$ cat src/rtl/move_validator_fsm_pkg.sv
// Shared encodings for the tic-tac-toe move validator: cell codes, reject reasons, FSM states.
package ttt_pkg;

    localparam logic [1:0] CELL_EMPTY = 2'b00;
    localparam logic [1:0] CELL_PL    = 2'b01;
    localparam logic [1:0] CELL_PC    = 2'b10;

    localparam logic [2:0] ILL_NONE = 3'd0;
    localparam logic [2:0] ILL_ENC  = 3'd1;
    localparam logic [2:0] ILL_OCC  = 3'd2;
    localparam logic [2:0] ILL_TURN = 3'd3;
    localparam logic [2:0] ILL_COLL = 3'd4;

    localparam logic [2:0] ST_IDLE   = 3'd0;
    localparam logic [2:0] ST_CHECK  = 3'd1;
    localparam logic [2:0] ST_COMMIT = 3'd2;
    localparam logic [2:0] ST_REJECT = 3'd3;
    localparam logic [2:0] ST_FULL   = 3'd4;

endpackage

$ cat src/rtl/move_validator_fsm_if.sv
// Player/computer move request handshake bundle; master drives requests, slave returns readys.
interface move_validator_fsm_if #(
    parameter int CELLS = 16
) ();

    logic             pl_valid;
    logic [CELLS-1:0] pl_en;
    logic             pl_ready;
    logic             pc_valid;
    logic [CELLS-1:0] pc_en;
    logic             pc_ready;

    modport master (
        output pl_valid, pl_en, pc_valid, pc_en,
        input  pl_ready, pc_ready
    );

    modport slave (
        input  pl_valid, pl_en, pc_valid, pc_en,
        output pl_ready, pc_ready
    );

endinterface

$ cat src/rtl/move_validator_fsm_onehot.sv
// Combinational one-hot check and binary index of the set bit of a cell-select vector.
module onehot_index #(
    parameter  int CELLS = 16,
    localparam int IDX_W = $clog2(CELLS)
) (
    input  logic [CELLS-1:0] en_i,
    output logic             is_onehot_o,
    output logic [IDX_W-1:0] index_o
);

    assign is_onehot_o = (en_i != '0) && ((en_i & (en_i - CELLS'(1))) == '0);

    // OR of set-bit positions; exact whenever the input is one-hot.
    always_comb begin
        index_o = '0;
        for (int i = 0; i < CELLS; i++) begin
            if (en_i[i]) begin
                index_o = index_o | IDX_W'(i);
            end
        end
    end

endmodule

$ cat src/rtl/move_validator_fsm.sv
// Tic-tac-toe move validator: latches a move, checks it, then commits it or reports a reason.
// Define MOVE_VALIDATOR_ILLEGAL_CNT_EN to add the saturating illegal_cnt output.
module move_validator_fsm
    import ttt_pkg::*;
#(
    parameter int BOARD_DIM = 4,
    parameter bit FIRST_PC  = 1'b0
`ifdef MOVE_VALIDATOR_ILLEGAL_CNT_EN
    ,
    parameter int CNT_W     = 8
`endif
) (
    input  logic                                    clock,
    input  logic                                    reset_n,
    input  logic                                    clear,
    move_validator_fsm_if.slave                     mv,
    output logic [2*BOARD_DIM*BOARD_DIM-1:0]        board,
    output logic                                    turn,
    output logic                                    move_ok,
    output logic                                    illegal_move,
    output logic [2:0]                              illegal_code,
    output logic [$clog2(BOARD_DIM*BOARD_DIM+1)-1:0] move_count,
    output logic                                    board_full
`ifdef MOVE_VALIDATOR_ILLEGAL_CNT_EN
    ,
    output logic [CNT_W-1:0]                        illegal_cnt
`endif
);

    localparam int CELLS = BOARD_DIM * BOARD_DIM;
    localparam int MC_W  = $clog2(CELLS + 1);
    localparam int IDX_W = $clog2(CELLS);
    localparam logic [MC_W-1:0] CNT_FULL = MC_W'(CELLS);

    logic [2:0]       state_q, state_d;
    logic [2*CELLS-1:0] board_q, board_d;
    logic             turn_q, turn_d;
    logic [MC_W-1:0]  count_q, count_d;
    logic             full_q, full_d;
    logic             move_ok_q, move_ok_d;
    logic             illegal_q, illegal_d;
    logic [2:0]       code_q, code_d;
    logic             req_pl_valid_q, req_pl_valid_d;
    logic             req_pc_valid_q, req_pc_valid_d;
    logic [CELLS-1:0] req_pl_en_q, req_pl_en_d;
    logic [CELLS-1:0] req_pc_en_q, req_pc_en_d;
    logic [2:0]       chk_code_q, chk_code_d;
    logic [IDX_W-1:0] chk_idx_q, chk_idx_d;
    logic             chk_pc_q, chk_pc_d;

    logic             mover_pc;
    logic [CELLS-1:0] mover_en;
    logic             is_onehot;
    logic [IDX_W-1:0] mover_idx;
    logic [2:0]       check_code;

    // On a collision the mover choice is irrelevant because the request is rejected anyway.
    assign mover_pc = ~req_pl_valid_q;
    assign mover_en = mover_pc ? req_pc_en_q : req_pl_en_q;

    onehot_index #(
        .CELLS (CELLS)
    ) u_onehot (
        .en_i        (mover_en),
        .is_onehot_o (is_onehot),
        .index_o     (mover_idx)
    );

    always_comb begin
        check_code = ILL_NONE;
        if (req_pl_valid_q && req_pc_valid_q) begin
            check_code = ILL_COLL;
        end else if (mover_pc != turn_q) begin
            check_code = ILL_TURN;
        end else if (!is_onehot) begin
            check_code = ILL_ENC;
        end else if (board_q[{mover_idx, 1'b0} +: 2] != CELL_EMPTY) begin
            check_code = ILL_OCC;
        end
    end

    always_comb begin
        state_d        = state_q;
        board_d        = board_q;
        turn_d         = turn_q;
        count_d        = count_q;
        move_ok_d      = 1'b0;
        illegal_d      = 1'b0;
        code_d         = ILL_NONE;
        req_pl_valid_d = req_pl_valid_q;
        req_pc_valid_d = req_pc_valid_q;
        req_pl_en_d    = req_pl_en_q;
        req_pc_en_d    = req_pc_en_q;
        chk_code_d     = chk_code_q;
        chk_idx_d      = chk_idx_q;
        chk_pc_d       = chk_pc_q;

        if (clear) begin
            state_d        = ST_IDLE;
            board_d        = '0;
            turn_d         = FIRST_PC;
            count_d        = '0;
            req_pl_valid_d = 1'b0;
            req_pc_valid_d = 1'b0;
        end else begin
            case (state_q)
                ST_IDLE: begin
                    if (mv.pl_valid || mv.pc_valid) begin
                        req_pl_valid_d = mv.pl_valid;
                        req_pc_valid_d = mv.pc_valid;
                        req_pl_en_d    = mv.pl_en;
                        req_pc_en_d    = mv.pc_en;
                        state_d        = ST_CHECK;
                    end
                end
                ST_CHECK: begin
                    chk_code_d = check_code;
                    chk_idx_d  = mover_idx;
                    chk_pc_d   = mover_pc;
                    state_d    = (check_code == ILL_NONE) ? ST_COMMIT : ST_REJECT;
                end
                ST_COMMIT: begin
                    board_d[{chk_idx_q, 1'b0} +: 2] = chk_pc_q ? CELL_PC : CELL_PL;
                    turn_d    = ~turn_q;
                    if (count_q != CNT_FULL) begin
                        count_d = count_q + MC_W'(1);
                    end
                    move_ok_d = 1'b1;
                    state_d   = (count_d == CNT_FULL) ? ST_FULL : ST_IDLE;
                end
                ST_REJECT: begin
                    illegal_d = 1'b1;
                    code_d    = chk_code_q;
                    state_d   = ST_IDLE;
                end
                ST_FULL: begin
                    state_d = ST_FULL;
                end
                default: begin
                    state_d = ST_IDLE;
                end
            endcase
        end

        full_d = (count_d == CNT_FULL);
    end

    always_ff @(posedge clock or negedge reset_n) begin
        if (!reset_n) begin
            state_q        <= ST_IDLE;
            board_q        <= '0;
            turn_q         <= FIRST_PC;
            count_q        <= '0;
            full_q         <= 1'b0;
            move_ok_q      <= 1'b0;
            illegal_q      <= 1'b0;
            code_q         <= ILL_NONE;
            req_pl_valid_q <= 1'b0;
            req_pc_valid_q <= 1'b0;
            req_pl_en_q    <= '0;
            req_pc_en_q    <= '0;
            chk_code_q     <= ILL_NONE;
            chk_idx_q      <= '0;
            chk_pc_q       <= 1'b0;
        end else begin
            state_q        <= state_d;
            board_q        <= board_d;
            turn_q         <= turn_d;
            count_q        <= count_d;
            full_q         <= full_d;
            move_ok_q      <= move_ok_d;
            illegal_q      <= illegal_d;
            code_q         <= code_d;
            req_pl_valid_q <= req_pl_valid_d;
            req_pc_valid_q <= req_pc_valid_d;
            req_pl_en_q    <= req_pl_en_d;
            req_pc_en_q    <= req_pc_en_d;
            chk_code_q     <= chk_code_d;
            chk_idx_q      <= chk_idx_d;
            chk_pc_q       <= chk_pc_d;
        end
    end

`ifdef MOVE_VALIDATOR_ILLEGAL_CNT_EN
    logic [CNT_W-1:0] ill_cnt_q;

    always_ff @(posedge clock or negedge reset_n) begin
        if (!reset_n) begin
            ill_cnt_q <= '0;
        end else if (clear) begin
            ill_cnt_q <= '0;
        end else if (state_q == ST_REJECT && ill_cnt_q != '1) begin
            ill_cnt_q <= ill_cnt_q + CNT_W'(1);
        end
    end

    assign illegal_cnt = ill_cnt_q;
`endif

    // Readys decode state only so there is no combinational path from the valids.
    assign mv.pl_ready  = (state_q == ST_IDLE);
    assign mv.pc_ready  = (state_q == ST_IDLE);

    assign board        = board_q;
    assign turn         = turn_q;
    assign move_ok      = move_ok_q;
    assign illegal_move = illegal_q;
    assign illegal_code = code_q;
    assign move_count   = count_q;
    assign board_full   = full_q;

endmodule

$ cat src/flat_wrapper.sv
// flat-port wrapper written by rule: the top's interface ports become plain ports
module move_validator_fsm_flat import ttt_pkg::*;
#(
    parameter int BOARD_DIM = 4,
    parameter bit FIRST_PC  = 1'b0

)
  (clock, reset_n, clear, board, turn, move_ok, illegal_move, illegal_code, move_count, board_full, mv_pl_valid, mv_pl_en, mv_pc_valid, mv_pc_en, mv_pl_ready, mv_pc_ready);
  move_validator_fsm_if #(.CELLS((16))) mv_i ();
  input  logic clock;
  input  logic reset_n;
  input  logic clear;
  output logic [2*BOARD_DIM*BOARD_DIM-1:0] board;
  output logic turn;
  output logic move_ok;
  output logic illegal_move;
  output logic [2:0] illegal_code;
  output logic [$clog2(BOARD_DIM*BOARD_DIM+1)-1:0] move_count;
  output logic board_full;
  input wire logic [$bits(mv_i.pl_valid)-1:0] mv_pl_valid;
  input wire logic [$bits(mv_i.pl_en)-1:0] mv_pl_en;
  input wire logic [$bits(mv_i.pc_valid)-1:0] mv_pc_valid;
  input wire logic [$bits(mv_i.pc_en)-1:0] mv_pc_en;
  output wire logic [$bits(mv_i.pl_ready)-1:0] mv_pl_ready;
  output wire logic [$bits(mv_i.pc_ready)-1:0] mv_pc_ready;
  assign mv_i.pl_valid = mv_pl_valid;
  assign mv_i.pl_en = mv_pl_en;
  assign mv_i.pc_valid = mv_pc_valid;
  assign mv_i.pc_en = mv_pc_en;
  assign mv_pl_ready = mv_i.pl_ready;
  assign mv_pc_ready = mv_i.pc_ready;
  move_validator_fsm #(.BOARD_DIM(BOARD_DIM), .FIRST_PC(FIRST_PC)) u_core (.clock(clock), .reset_n(reset_n), .clear(clear), .mv(mv_i), .board(board), .turn(turn), .move_ok(move_ok), .illegal_move(illegal_move), .illegal_code(illegal_code), .move_count(move_count), .board_full(board_full));
endmodule
$ cat config.mk
export PLATFORM = sky130hd
export DESIGN_NAME = move_validator_fsm_flat
export DESIGN_NICKNAME = d
export VERILOG_FILES = /design/src/rtl/move_validator_fsm_pkg.sv /design/src/rtl/move_validator_fsm_if.sv /design/src/rtl/move_validator_fsm_onehot.sv /design/src/rtl/move_validator_fsm.sv /design/src/flat_wrapper.sv
export SDC_FILE = /design/constraint.sdc
export NUM_CORES = 1
export LEC_CHECK = 0
export CAP_MARGIN = 10
export CORE_ASPECT_RATIO = 1.25
export CORE_UTILIZATION = 52
export DETAILED_ROUTE_END_ITERATION = 6
export PLACE_DENSITY = 0.79
export SLEW_MARGIN = 20
export SYNTH_ARGS = -nofsm -noshare
export SYNTH_HDL_FRONTEND = slang
export SYNTH_SLANG_ARGS = --single-unit
$ cat constraint.sdc
create_clock -name clock -period 5.1 [get_ports clock]
set_clock_uncertainty 0.1 [all_clocks]
set_input_delay 1.275 -clock clock [delete_from_list [all_inputs] [get_ports clock]]
set_output_delay 1.275 -clock clock [all_outputs]
set_load 0.02 [all_outputs]
==> flow_summary.json, run 1 <==
{
  "status": "completed",
  "hold_start": "u_core.chk_code_q[2]",
  "place_inst": 629,
  "die_y_um": 106,
  "arrival_ps": 3490,
  "postCtsSetupBuffers": 0,
  "fin_nets": 586,
  "drv_cap": 0,
  "synthArstFlopShare": 1.00,
  "r2r_cells": 8,
  "p_leak_nw": 2.26,
  "peakVddDrop_mv": 0.193,
  "r2r-start": "u_core.req_pl_valid_q",
  "ff2ff_setup_slack_ps": 1750,
  "wirelength_mm": 10.0,
  "worstSkewPairLatency_ps": 360,
  "yosys_most_used_dff": "dfrtp_1",
  "netlist_top_cells_area": "dfrtp_1 (49%), mux2_2 (8.0%), nor2_1 (6.5%)",
  "ys_types": 48,
  "finalSetupTns_ps": 0,
  "die_w_um": 85.5,
  "grt_pass1_wl_mm": 16.8,
  "hold-path-endpoint": "u_core.chk_code_q[2]",
  "core_area_um2": 8330,
  "yosys.area.top_type": "dfrtp_1",
  "antenna_found_initial": 0,
  "grt_util_all_layers": 0.236,
  "synth_top_area_frac": 0.492,
  "cp_max_fo": 40,
  "io_pins": 83,
  "crit_type": "reg2reg",
  "hold_viol": 0,
  "setup-violations-final": 0,
  "start_kind": "flop",
  "critPathCaptureType": "flop",
  "final_cells": 644,
  "netlist_instances": 467,
  "yosysMostFrequentCell": "dfrtp_1",
  "hpwl_mm": 7.36,
  "routabilityCongestion": 0.912,
  "drc": 0,
  "p_sw_frac": 0.313,
  "ys_ff_latch": 89,
  "fmax_ghz": 0.298,
  "grt_max_degree": 90,
  "synth_seq_area_share": 0.492,
  "min_period_over_period": 0.657,
  "finalCriticalPeriod_ps": 3350,
  "drtPass1Iterations": 5,
  "drt_iter0_drc": 211,
  "pwr-share-comb": 0.209,
  "detail-route-antenna-nets": 0,
  "p_int_mw": 1.17,
  "avgViaCountPerCell": 5.81,
  "cts_hold_buf": 0,
  "root_buffer": "clkbuf_8",
  "numPortBuffers": 82,
  "cts.repair.resized": 0,
  "ff_latch_area_um2": 2230,
  "grt_pass1_vias": 3568,
  "p_seq_frac": 0.520,
  "syn2layout_area_growth_pct": 23.5,
  "syn-num-nets": 510,
  "p_clk_frac": 0.271,
  "syn_avg_cell_area_um2": 9.70,
  "multiInputGateArea_um2": 2190,
  "slew_headroom": 0.326,
  "cts_buffer_depth": 2,
  "drive_gt1_frac": 0.112,
  "hold_class": "reg2reg",
  "clock-sinks": 89,
  "grt_overflow": 0,
  "drv_slew": 0,
  "antenna_cells": 0,
  "numCtsBuffers": 9,
  "cp_data_required_time_ps": 5240,
  "fillers": 660,
  "rsz0062_at_grt": "no",
  "dieArea_um2": 9090,
  "htreeDepth": 3,
  "crit_start": "u_core.req_pl_valid_q",
  "p_sw_mw": 0.536,
  "hold_depth": 2,
  "cts.clk_slew.worst_paths_ps": 80,
  "synth_area_um2": 4530,
  "power_density_nw_per_um2": 306,
  "synth-edff-count": 0,
  "start_util": 0.544,
  "num_vias": 3743,
  "rows": 37,
  "synth_common_cells": "dfrtp_1 (89), nor2_1 (78), nand2_1 (42)",
  "cts_tree": "done",
  "wl_per_cell_um": 15.6,
  "r2r_end": "u_core.chk_code_q[0]",
  "yosysWarnings": 0,
  "max_slew.worst_pin.slew_ps": 1010
}
-- layer usage --
metal | share of wire | vias up | track usage
met2 | 0.52 | 123 | 0.413
met5 | 0 | - | 0
met3 | 0.047 | 16 | 0.0481
li1 | - | 1800 | -
met1 | 0.41 | 1804 | 0.285
met4 | 0.021 | 0 | 0.0869
-- cell usage in the layout, fill, tap and decap left out, drive strengths merged, types with 5 or more instances in the layout --
cell / synthesis / routed
a211oi: 5 / 5
a21oi: 22 / 22
and2: 5 / 5
buf: 5 / 5
clkbuf: 16 / 12
clkdlybuf4s50: 0 / 81
dfrtp: 89 / 89
ha: 6 / 6
inv: 7 / 7
mux2: 32 / 32
mux2i: 22 / 22
nand2: 42 / 42
nand3: 19 / 19
nand4: 5 / 5
nor2: 78 / 78
nor3: 27 / 27
nor3b: 10 / 10
nor4: 7 / 7
o21ai: 20 / 20
or3: 6 / 6
-- registers in the layout (all words and copies together), names as in the netlist, 3 cells and up --
signal and cells:
u_core.board 32, u_core.chk_code_q 3, u_core.chk_idx_q 4, u_core.illegal_code 3, u_core.move_count 5, u_core.req_pc_en_q 16, u_core.req_pl_en_q 16, u_core.state_q 3
-- kinds of logic after synthesis --
family | synth area share
and+or+nand+nor | 0.230
DFF | 0.492
adders and majority gates | 0.0210
AOI/OAI and AO/OA | 0.0895
xor gates and xnor gates | 0.0135
muxes | 0.128
buffers and inverters | 0.0262
-- critical path: stages, from the launching register on --
cell	delay, ps
dfrtp_1	1010
nor3b_2	330
o22ai_1	170
or2_0	370
nor4_2	310
nor3_1	80
or4_4	500
a211oi_1	260
nor2_1	80
-- through the flow --
step                 util  setup slack [ps]  hold WS [ps]  cell area [µm²]  total power, mW
floorplan               -              2280           338             4530             1.13
global placement    0.650              1820           379             5410             1.24
detailed placement  0.650              1730           376             5410             1.26
CTS                 0.671              1760           397             5590             1.72
global route        0.671              1520           418             5590             1.80
finish              0.671              1750           395             5590             1.71
-- power groups by stage --
stage               combinational, mW  clock, mW  sequential (mW)
floorplan                       0.269          0            0.860
detailed placement              0.355          0            0.903
global route                    0.396      0.495            0.904
CTS                             0.357      0.472            0.889
finish                          0.357      0.464            0.890
global placement                0.341          0            0.896
-- worst max-delay path by stage --
| stage | end | slack (ps) | cells past startpoint |
|---|---|---|---|
| floorplan | u_core.req_pc_en_q[0] | 2280 | 4 |
| finish | u_core.chk_code_q[0] | 1750 | 8 |
| detailed placement | u_core.chk_code_q[1] | 1730 | 7 |
| global route | u_core.chk_code_q[0] | 1520 | 8 |
| CTS | mv_pc_ready | 1760 | 2 |
| global placement | u_core.chk_code_q[1] | 1820 | 7 |
-- area by class of cell --
cell class,instances,share of cell area
repair buffers,86,0.152
inverters,7,0.00470
clock inverters,3,0.00760
well taps,97,0.0217
flip-flops and latches,89,0.398
multi-input cells,350,0.391
clock buffers,12,0.0242
No activity file was read; power rests on OpenSTA's default activity.
==> inputs of run 2 (changes only) <==
==> constraint.sdc (replaced) <==
create_clock -name clock -period 3.3 [get_ports clock]
set_clock_uncertainty 0.1 [all_clocks]
set_input_delay 0.825 -clock clock [delete_from_list [all_inputs] [get_ports clock]]
set_output_delay 0.825 -clock clock [all_outputs]
set_load 0.02 [all_outputs]
==> run 2 against run 1 <==
Net effect:
- worst setup slack worse by 1400 ps
- flip-flop and latch count unchanged
- global-route usage up 0.25 points
- sequential power up 54%
- critical endpoint unchanged
- sequential share of layout area down 0.28 points
==> flow_summary.json, run 2 (synthesized netlist as in run 1, its figures left out) <==
{
  "antenna_found_initial": 0,
  "syn2layout_area_growth_pct": 24.4,
  "worstSkewPairLatency_ps": 370,
  "rsz0062_at_grt": "no",
  "routabilityCongestion": 0.890,
  "num_vias": 3728,
  "slowest_stage": "dfrtp_1",
  "grt_pass1_wl_mm": 17.0,
  "r2r_end": "u_core.chk_code_q[0]",
  "fin_util": 0.676,
  "hpwl_mm": 7.53,
  "arrival_ps": 3160,
  "grt_overflow": 0,
  "p_int_mw": 1.75,
  "drive_gt1_frac": 0.125,
  "grtUsageMet2": 0.408,
  "grt_max_degree": 53,
  "grt_use_met1": 0.303,
  "io_pins": 83,
  "power_density_nw_per_um2": 466,
  "numPortBuffers": 82,
  "p_clk_frac": 0.262,
  "r2r_cells": 9,
  "crit_type": "reg2reg",
  "die_w_um": 85.5,
  "grt_pass1_vias": 3602,
  "p_sw_frac": 0.331,
  "top_usage_layer": "met2",
  "cp_max_fo": 21,
  "drt_iter0_drc": 348,
  "p_seq_frac": 0.522,
  "p_sw_mw": 0.869,
  "antenna_cells": 0,
  "cts_buffer_depth": 2,
  "drv_slew": 0,
  "drv_cap": 0,
  "use_met3": 0.0380,
  "core_area_um2": 8330,
  "critical_path.max_stage_delay_ps": 660,
  "htreeDepth": 3,
  "slew_headroom": 0.576,
  "hold_class": "in2async",
  "start_kind": "flop",
  "power_mw": 2.62,
  "fmax_ghz": 0.333,
  "clock-sinks": 89,
  "cts_tree": "done",
  "avgViaCountPerCell": 5.74,
  "numCtsBuffers": 9,
  "final_common_cell": "dfrtp_1",
  "fin_nets": 590,
  "ff2ff_setup_slack_ps": 300,
  "pwr-share-comb": 0.216,
  "holdWs_ps": 321,
  "place_inst": 633,
  "final_cell_mix": "dfrtp_1 (89), clkdlybuf4s50_1 (81), nor2_1 (78)",
  "peakVddDrop_mv": 0.362,
  "die_y_um": 106,
  "min_period_over_period": 0.909,
  "final_cells": 649,
  "status": "completed",
  "largest_reg_flops": 32,
  "hold_viol": 0,
  "grt_util_all_layers": 0.238,
  "cts_hold_buf": 0,
  "wl_per_cell_um": 15.6,
  "wirelength_mm": 10.1,
  "drc": 0,
  "max_slew.worst_pin.slew_ps": 627,
  "finalCriticalPeriod_ps": 3000,
  "crit_chain": "buf_4, nor3b_1, o22ai_1, or3_1, o21ai_0, nand3_1, or4_4, a211oi_1, nor2_1",
  "start_util": 0.544,
  "cts.clk_slew.worst_paths_ps": 100,
  "drtPass1Iterations": 5,
  "root_buffer": "clkbuf_8",
  "postCtsSetupBuffers": 0,
  "rows": 37,
  "crit_family": "simple AND/OR/NAND/NOR gates",
  "dieArea_um2": 9090,
  "p_leak_nw": 2.29,
  "cp_data_required_time_ps": 3460,
  "critPathCaptureType": "flop",
  "finalSetupTns_ps": 0,
  "worst-path-buf-inv": 1,
  "setup-violations-final": 0,
  "r2r-start": "u_core.req_pl_valid_q",
  "cts.repair.resized": 0,
  "detail-route-antenna-nets": 0
}
==> run 2: cell count changes in the layout (fill, tap and decap cells not counted), sizes merged <==
cell      delta
inv          +2
bufinv       -1
clkbuf       -3
clkinv       +2
clkinvlp     +1
buf          +4
==> run 2: how the worst max path moves through the flow <==
stage | depth (start not counted) | endpoint | startpoint
finish | 9 | u_core.chk_code_q[0] | u_core.req_pl_valid_q
global route | 8 | u_core.chk_code_q[0] | u_core.req_pl_valid_q
CTS | 9 | u_core.chk_code_q[0] | u_core.req_pl_valid_q
detailed placement | 9 | u_core.chk_code_q[0] | u_core.req_pl_valid_q
global placement | 9 | u_core.chk_code_q[1] | u_core.req_pl_valid_q
floorplan | 4 | u_core.req_pc_en_q[0] | u_core.state_q[2]
==> run 2: layer usage <==
metal	part of all wire	wire, µm
met4	0.016	165
met1	0.42	4210
met3	0.044	446
met2	0.52	5270
met5	0	0
==> run 2: cell type report <==
type                    count  area [µm²]
well taps                  97         121
multi-input cells         350        2190
flip-flops and latches     89        2230
clock inverters             7        55.1
inverters                   7        26.3
fillers                   655        2700
clock buffers               9         124
repair buffers             90         891
==> run 2: metrics by stage <==
stage	cell area, µm²	worst slack, ps
finish	5630	300
CTS	5630	354
global route	5630	45.4
detailed placement	5460	361
global placement	5460	484
floorplan	4530	760
==> run 2: power groups by stage <==
stage / Clock [mW] / Sequential [mW] / Combinational (mW)
after floorplan: 0 / 1.33 / 0.416
after global placement: 0 / 1.38 / 0.543
after detailed placement: 0 / 1.39 / 0.562
after CTS: 0.703 / 1.37 / 0.565
after global routing: 0.749 / 1.39 / 0.634
final: 0.688 / 1.37 / 0.566
==> inputs of run 3 (changes only) <==
--- a/config.mk
+++ b/config.mk
@@ -7,9 +7,9 @@
 export LEC_CHECK = 0
 export CAP_MARGIN = 10
 export CORE_ASPECT_RATIO = 1.25
-export CORE_UTILIZATION = 52
+export CORE_UTILIZATION = 53
 export DETAILED_ROUTE_END_ITERATION = 6
-export PLACE_DENSITY = 0.79
+export PLACE_DENSITY = 0.81
 export SLEW_MARGIN = 20
 export SYNTH_ARGS = -nofsm -noshare
 export SYNTH_HDL_FRONTEND = slang
==> run 3 against run 2 <==
Net effect:
- the run now ends with DRC left
- via count rose by 1.6%
- clock-buffer cell count grew 1
- design area is 0.42% higher
- critical path depth unchanged
- clock power up 9.4%
- fmax is 1.2% lower
- critical path type unchanged
==> flow_summary.json, run 3 (synthesized netlist as in run 1, its figures left out) <==
{
  "grt_pass1_wl_mm": 17.8,
  "power_density_nw_per_um2": 476,
  "numCtsBuffers": 9,
  "syn2layout_area_growth_pct": 24.9,
  "hold_viol": 0,
  "drt_iter0_drc": 305,
  "max_slew.worst_pin.slew_ps": 686,
  "numPortBuffers": 82,
  "start_kind": "flop",
  "place_ws_ps": 354,
  "fin_util": 0.687,
  "cts_hold_buf": 0,
  "largest_reg_flops": 32,
  "cts_buffer_depth": 2,
  "min_period_over_period": 0.920,
  "avgViaCountPerCell": 5.83,
  "die_w_um": 84.7,
  "finalSetupTns_ps": 0,
  "antenna_cells": 0,
  "fin_nets": 591,
  "peakVddDrop_mv": 0.366,
  "cts_tree": "done",
  "io_pins": 83,
  "fmax_ghz": 0.329,
  "wl_per_cell_um": 16.0,
  "hpwl_mm": 7.72,
  "core_area_um2": 8240,
  "worstSkewPairLatency_ps": 370,
  "drc": 3,
  "start_util": 0.550,
  "postCtsSetupBuffers": 0,
  "placed_cell_area_um2": 5460,
  "cp_max_fo": 20,
  "final_cell_mix": "dfrtp_1 (89), clkdlybuf4s50_1 (81), nor2_1 (78)",
  "setup-violations-final": 0,
  "grt_pass1_vias": 3784,
  "dieArea_um2": 8920,
  "detail-route-antenna-nets": 0,
  "status": "finished, violations left",
  "drive_gt1_frac": 0.125,
  "wirelength_mm": 10.4,
  "routabilityCongestion": 0.893,
  "cts.clk_slew.worst_paths_ps": 90,
  "rows": 37,
  "final_common_cell": "dfrtp_1",
  "cp_data_required_time_ps": 3510,
  "drv_slew": 0,
  "num_vias": 3788,
  "critPathCaptureType": "flop",
  "cts.repair.resized": 0,
  "drtPass1Iterations": 7,
  "clock-sinks": 89,
  "slew_headroom": 0.537,
  "htreeDepth": 3,
  "crit_type": "reg2reg",
  "layout_setup_ws_ps": 262,
  "arrival_ps": 3250,
  "finalCriticalPeriod_ps": 3040,
  "rsz0062_at_grt": "no",
  "violations": "DRC",
  "antenna_found_initial": 0,
  "hold_class": "in2async",
  "final_area_um2": 5660,
  "grt_util_all_layers": 0.253,
  "grt_max_degree": 46,
  "root_buffer": "clkbuf_8",
  "drv_cap": 0,
  "grt_overflow": 0,
  "die_y_um": 105,
  "p_leak_nw": 2.30
}
## run 3: cell count changes in the layout (fill, tap and decap cells not counted), sizes merged
cell,before,now
bufinv,0,1
inv,9,8
clkbuf,9,10
clkinv,3,2
buf,9,10
## run 3: final timing paths
| kind | depth (start not counted) | from | to | slack [ps] |
|---|---|---|---|---|
| max reg2reg | 9 | u_core.req_pl_valid_q | u_core.chk_code_q[1] | 260 |
| max | 9 | u_core.req_pl_valid_q | u_core.chk_code_q[1] | 260 |
| min | 1 | reset_n | u_core.board[31] | 340 |
| min reg2reg | 2 | u_core.chk_code_q[2] | u_core.chk_code_q[2] | 380 |
| min in group clock | 2 | u_core.chk_code_q[2] | u_core.chk_code_q[2] | 380 |
| max in group asynchronous | 2 | reset_n | u_core.req_pl_en_q[11] | 2130 |
## run 3: per-stage QoR
| step | total power [mW] | hold slack (ps) | std cells |
|---|---|---|---|
| after global routing | 2.83 | 380 | 650 |
| after floorplan | 1.75 | 338 | 467 |
| after detailed placement | 1.95 | 356 | 634 |
| final | 2.70 | 343 | 650 |
| after CTS | 2.70 | 354 | 650 |
| after global placement | 1.92 | 356 | 634 |
## run 3: where the power goes
part	switching, mW	total [mW]	leakage, nW	internal [mW]
Sequential	0.165	1.37	1.15	1.21
Combinational	0.303	0.567	1.06	0.264
Clock	0.401	0.753	0.0929	0.353
Total	0.868	2.70	2.30	1.83
## run 3: worst max-delay path, cell delays in order (launching register included)
cell and delay (ps):
dfrtp_1 590, buf_4 270, nor3_1 270, o22ai_1 130, or2_0 340, nor4_2 340
nor3_1 90, or4_4 500, a211o_1 250, o21ai_2 100
## run 3: layer usage
metal	routed length, µm	share of wire	GRT usage	vias up
met3	430	0.041	0.0368	28
met1	4280	0.41	0.301	1827
met5	0	0	0	-
met4	352	0.034	0.138	0
li1	-	-	-	1814
met2	5330	0.51	0.441	119
## run 3: layout make-up
type / count / area (µm²)
sequential: 89 / 2230
clock inverter: 6 / 67.6
tap: 97 / 121
fill: 636 / 2580
inverter: 7 / 26.3
multi-input combinational: 350 / 2190
clock buffer: 10 / 128
timing repair buffer: 91 / 898
==> RTL change 1, RTL diff (config.mk and constraints of run 3) <==
Register the output `move_count` once more, cleared by the reset; this adds one clock of latency there. The other outputs are not delayed to match.
--- a/src/rtl/move_validator_fsm.sv
+++ b/src/rtl/move_validator_fsm.sv
@@ -206,7 +206,13 @@
     assign move_ok      = move_ok_q;
     assign illegal_move = illegal_q;
     assign illegal_code = code_q;
-    assign move_count   = count_q;
+    always_ff @(posedge clock or negedge reset_n) begin
+        if (!reset_n) begin
+            move_count <= '0;
+        end else begin
+            move_count <= count_q;
+        end
+    end
     assign board_full   = full_q;
 
 endmodule
Formal check against the unedited RTL: not equivalent (a bounded check fails within 4 cycles, from zero or initial values and one cycle with reset_n low).
==> RTL change 1 against run 3 <==
First-iteration DRC count decreased by 14%; power increased by 6.8%; routed wire length up 2.0%; die area rose by 3.2%; final area increased by 3.7%; sequential cell count up 5; synthesized area up 3.3%; setup slack got worse by 0.068 ns; largest power group unchanged.
==> RTL change 1: results (changes against run 3) <==
status: "complete, no violations"  # was finished with violations
largest_reg_flops: 32  # unchanged
n_antenna_cell: 0  # unchanged
cts_resized: 0  # unchanged
yosys_warnings: 0  # unchanged
yosysSeqAreaShare_pct: 50.3  # was 49.2%
grt_max_degree: 45  # was 46
dpl.hpwl_um: 8060  # was 7720 µm
postCtsSetupRepairBufs: 0  # unchanged
clock_latency_ns: 0.35  # was 0.37 ns
antenna_found_initial: 0  # unchanged
cts_root_buf: "clkbuf_8"  # unchanged
synth_fp_nets: 507  # was 510
max-clock-path-buffers: 2  # unchanged
path_max_fanout: 12  # was 20
worst_pin_slew_ns: 0.714  # was 0.686 ns
yosys-top-cells-count: "dfrtp_1 (94), nor2_1 (59), nand2_1 (35)"  # was dfrtp_1 (89), nor2_1 (78), nand2_1 (42)
hold-worst-slack_ns: 0.357  # was 0.343 ns
p_leak_uw: 0.00245  # was 0.00230 µW
cpMaxStageDelayCell: "dfrtp_2"  # was dfrtp_1
gp_congestion: 0.861  # was 0.893
first_iter_violations: 262  # was 305
finalWirelength_um: 10600  # was 10400 µm
numCtsBuffers: 9  # unchanged
grt_pass1_wl_um: 17700  # was 17800 µm
cpPeakStageDelay_ns: 0.50  # was 0.59 ns
nNetsFinal: 590  # was 591
reg2reg_from: "u_core.req_pl_valid_q$_DFFE_PN0P_"  # unchanged
r2r_setup_slack_ns: 0.19  # was 0.26 ns
worst_r2r_endpoint: "u_core.chk_code_q[1]$_DFFE_PN0P_"  # unchanged
synth.area.top_cells: "dfrtp_1 (50%), mux2_2 (7.9%), mux2i_1 (5.3%), nor2_1 (4.7%), a21oi_1 (3.0%)"  # was dfrtp_1 (49%), mux2_2 (8.0%), nor2_1 (6.5%), mux2i_1 (4.9%), nand2_1 (3.5%)
peakVddDrop_v: 0.000383  # was 0.000366 V
fillers: 637  # was 636
synth_cell_types: 53  # was 48
dr.pass1.iters: 5  # was 7
min_path_type: "input port to async pin"  # unchanged
grt_pass1_vias: 3899  # was 3784
grt_use_total_pct: 24.6  # was 25.3%
placed_area_um2: 5650  # was 5460 µm²
setup-violations-final: 0  # unchanged
avgViaCountPerCell: 5.82  # was 5.83
path_clk_slew_ns: 0.09  # about the same
drive_gt1_share_pct: 12.5  # about the same
-- RTL change 1: cells by family (layout without fill, tap and decap cells) --
logic type	after synthesis	after routing	synth area share, %
flip-flops	94	94	50.3
AND/OR/NAND/NOR	179	179	18.8
adder cells (fa/ha/maj)	7	7	1.82
multiplexers	58	58	13.3
AO/OA/AOI/OAI	86	86	11.7
XOR/XNOR	7	7	1.31
buffers and inverters	33	120	2.81
-- RTL change 1: worst min-delay path by stage --
stage | endpoint | cells past startpoint
6_report | u_core.move_count[4]$_DFF_PN0_ | 1
5_1_grt | u_core.move_count[4]$_DFF_PN0_ | 1
4_1_cts | u_core.move_count[1]$_DFF_PN0_ | 0
3_5_place_dp | u_core.move_count[1]$_DFF_PN0_ | 0
3_3_place_gp | u_core.move_count[1]$_DFF_PN0_ | 0
2_1_floorplan | u_core.move_count[1]$_DFF_PN0_ | 0
-- RTL change 1: through the flow --
step                      setup slack, ns  cells  util, %
after floorplan                     0.411    464        -
after global placement              0.267    653     67.5
after detailed placement            0.146    653     67.5
after CTS                           0.128    668     69.9
after global routing               0.0274    668     70.0
final                               0.195    668     70.0
-- RTL change 1: layer usage --
metal	routed length, µm	GRT usage, %
met1	4160	29.1
met2	5460	41.6
met3	555	4.62
met4	436	13.8
met5	0	0
-- RTL change 1: power by group --
group	internal (µW)	leakage [µW]	switching, µW	total, µW
Clock	422	0.0000994	376	798
Combinational	294	0.00113	339	632
Sequential	1270	0.00122	174	1450
-- RTL change 1: cell type report --
cell class                 instances  share of cell area (%)
inverter                          12                   0.767
sequential                        94                    40.1
multi-input combinational        337                    37.6
clock inverter                     4                    1.24
clock buffer                      11                    2.24
timing repair buffer              93                    15.6
tap                              117                    2.49
==> RTL change 2, RTL diff (flow settings as in run 3) <==
Without the edit above. `FIRST_PC` is set to 1'b0 in 2 places; all go to 1'b1.
--- a/src/rtl/move_validator_fsm.sv
+++ b/src/rtl/move_validator_fsm.sv
@@ -4,7 +4,7 @@
     import ttt_pkg::*;
 #(
     parameter int BOARD_DIM = 4,
-    parameter bit FIRST_PC  = 1'b0
+    parameter bit FIRST_PC  = 1'b1
 `ifdef MOVE_VALIDATOR_ILLEGAL_CNT_EN
     ,
     parameter int CNT_W     = 8
--- a/src/flat_wrapper.sv
+++ b/src/flat_wrapper.sv
@@ -2,7 +2,7 @@
 module move_validator_fsm_flat import ttt_pkg::*;
 #(
     parameter int BOARD_DIM = 4,
-    parameter bit FIRST_PC  = 1'b0
+    parameter bit FIRST_PC  = 1'b1
 
 )
   (clock, reset_n, clear, board, turn, move_ok, illegal_move, illegal_code, move_count, board_full, mv_pl_valid, mv_pl_en, mv_pc_valid, mv_pc_en, mv_pl_ready, mv_pc_ready);
Behaviour: not the same (Yosys sat finds a counterexample within 4 cycles, from zero or initial values and one cycle with reset_n low).
==> RTL change 2 against run 3 <==
Sequential share of layout area decreased by 0.76 points; combinational power rose by 9.7%; first-iteration DRC count down 6.6%; sequential cell count stayed put; synthesized area is 2.3% higher; setup slack better by 0.12 ns; synthesized cell count up 1.1%; final area increased by 2.1%; routed wire length up 4.2%; power up 1.0%; count of clock-buffer cells in the layout increased by 3; critical path depth fell by 7; critical path type is now register to output port; largest cell class is now multi-input combinational cells.
==> RTL change 2: results (changes against run 3) <==
cts_root_buf: "clkbuf_8"  # unchanged
cts_resized: 0  # unchanged
status: "complete, no violations"  # was finished with violations
synth.area.top_cells: "dfrtp_1 (48%), mux2_2 (8.0%), mux2i_1 (5.0%), nor2_1 (4.2%), nand2_1 (3.9%)"  # was dfrtp_1 (49%), mux2_2 (8.0%), nor2_1 (6.5%), mux2i_1 (4.9%), nand2_1 (3.5%)
hold-worst-slack_ns: 0.359  # was 0.343 ns
antenna_found_initial: 0  # unchanged
max_freq_mhz: 343  # was 329 MHz
reg2reg_from: "u_core.req_pl_valid_q$_DFFE_PN0P_"  # unchanged
power.density_nw_per_um2: 471  # was 476 nW/µm²
grt_pass1_wl_um: 18000  # was 17800 µm
gp_congestion: 0.920  # was 0.893
dp.cells: 658  # was 634
yosys-top-cells-count: "dfrtp_1 (88), nor2_1 (52), nand2_1 (48)"  # was dfrtp_1 (89), nor2_1 (78), nand2_1 (42)
path_clk_slew_ns: 0.09  # about the same
yosys_warnings: 0  # unchanged
fillers: 628  # was 636
cp-endpoint: "mv_pc_ready"  # was u_core.chk_code_q[1]$_DFFE_PN0P_
grt_pass1_vias: 3866  # was 3784
yosysSeqAreaShare_pct: 48.1  # was 49.2%
placed_area_um2: 5580  # was 5460 µm²
max-clock-path-buffers: 2  # unchanged
first_iter_violations: 285  # was 305
grt_max_degree: 50  # was 46
async_reset_ff_share_pct: 100  # unchanged
vias: 3937  # was 3788
grt_use_total_pct: 25.4  # was 25.3%
nNetsFinal: 595  # was 591
cpPeakStageDelay_ns: 0.70  # was 0.59 ns
cpMaxStageDelayCell: "clkdlybuf4s50_1"  # was dfrtp_1
drive_gt1_share_pct: 13.5  # was 12.5%
synth_cell_types: 53  # was 48
fin_tns_setup_ns: 0  # unchanged
synth_edf_count: 0  # unchanged
worst_pin_slew_ns: 0.662  # was 0.686 ns
largest_reg_flops: 32  # unchanged
peakVddDrop_v: 0.000304  # was 0.000366 V
dp_slack_ns: 0.268  # was 0.354 ns
n_antenna_cell: 0  # unchanged
dpl.hpwl_um: 8150  # was 7720 µm
dr.pass1.iters: 5  # was 7
place.port_buffers: 82  # unchanged
avgViaCountPerCell: 5.84  # was 5.83
htree_num_levels: 3  # unchanged
crit_family: "buffers and inverters"  # was simple AND/OR/NAND/NOR gates
avgSynthCellArea_um2: 9.82  # was 9.70 µm²
r2r_setup_slack_ns: 0.43  # was 0.26 ns
path_max_fanout: 5  # was 20
min_path_type: "input port to async pin"  # unchanged
worst_r2r_endpoint: "u_core.chk_code_q[1]$_DFFE_PN0P_"  # unchanged
finalWirelength_um: 10800  # was 10400 µm
numCtsBuffers: 9  # unchanged
critPathLaunch: "u_core.state_q[2]$_DFFE_PN0P_"  # was u_core.req_pl_valid_q$_DFFE_PN0P_
clock_latency_ns: 0.36
rr_worst_depth: 9  # unchanged
synth_fp_nets: 515  # was 510
cp.arrival_ns: 1.99  # was 3.25 ns
p_leak_uw: 0.00231  # was 0.00230 µW
==> RTL change 2: cell count changes after synthesis, sizes merged, moves of 4 or more <==
cell           run 3  this run
nor2              78        52
o21ai             20        34
nand3b             3        13
nor3              27        18
nand2             42        48
a211o              4         0
a21oi             22        18
a31oi              1         5
==> RTL change 2: cell type report <==
type                            instances  share of cell area, %
Clock buffer                           13                   2.92
Clock inverter                          3                  0.412
Inverter                                9                  0.585
Multi-Input combinational cell        351                   39.5
Sequential cell                        89                   38.6
Tap cell                              117                   2.53
Timing Repair Buffer                   92                   15.5
==> RTL change 2: cell families (layout without fill, tap and decap cells) <==
family                     after synthesis  count (layout)  share of synthesized area (%)
AOI/OAI and AO/OA                       82              82                           10.8
DFF                                     89              89                           48.1
xor gates and xnor gates                 6               6                           1.13
buffers and inverters                   32             117                           2.97
and+or+nand+nor                        201             201                           22.4
adders and majority gates                6               6                           1.62
muxes                                   56              56                           13.0
==> RTL change 2: routing by layer <==
metal	share of wire, %	GRT usage (%)	up-vias
li1	-	-	1851
met1	40	29.5	1878
met2	52	44.2	169
met3	4.5	4.11	39
met4	3.9	14.3	0
met5	0	0	-
==> RTL change 2: metrics by stage <==
| step | total power [µW] | utilization, % |
|---|---|---|
| final | 2720 | 68.9 |
| after global placement | 1990 | 66.6 |
| after detailed placement | 2020 | 66.6 |
| after CTS | 2720 | 68.9 |
| after floorplan | 1790 | - |
| after global routing | 2850 | 68.9 |
==> RTL change 2: power by group <==
group          total [µW]  internal, µW  leakage [µW]  switching, µW
Combinational         622           276       0.00107            346
Sequential           1390          1210       0.00115            177
Clock                 712           337     0.0000919            374
Total                2720          1830       0.00231            897
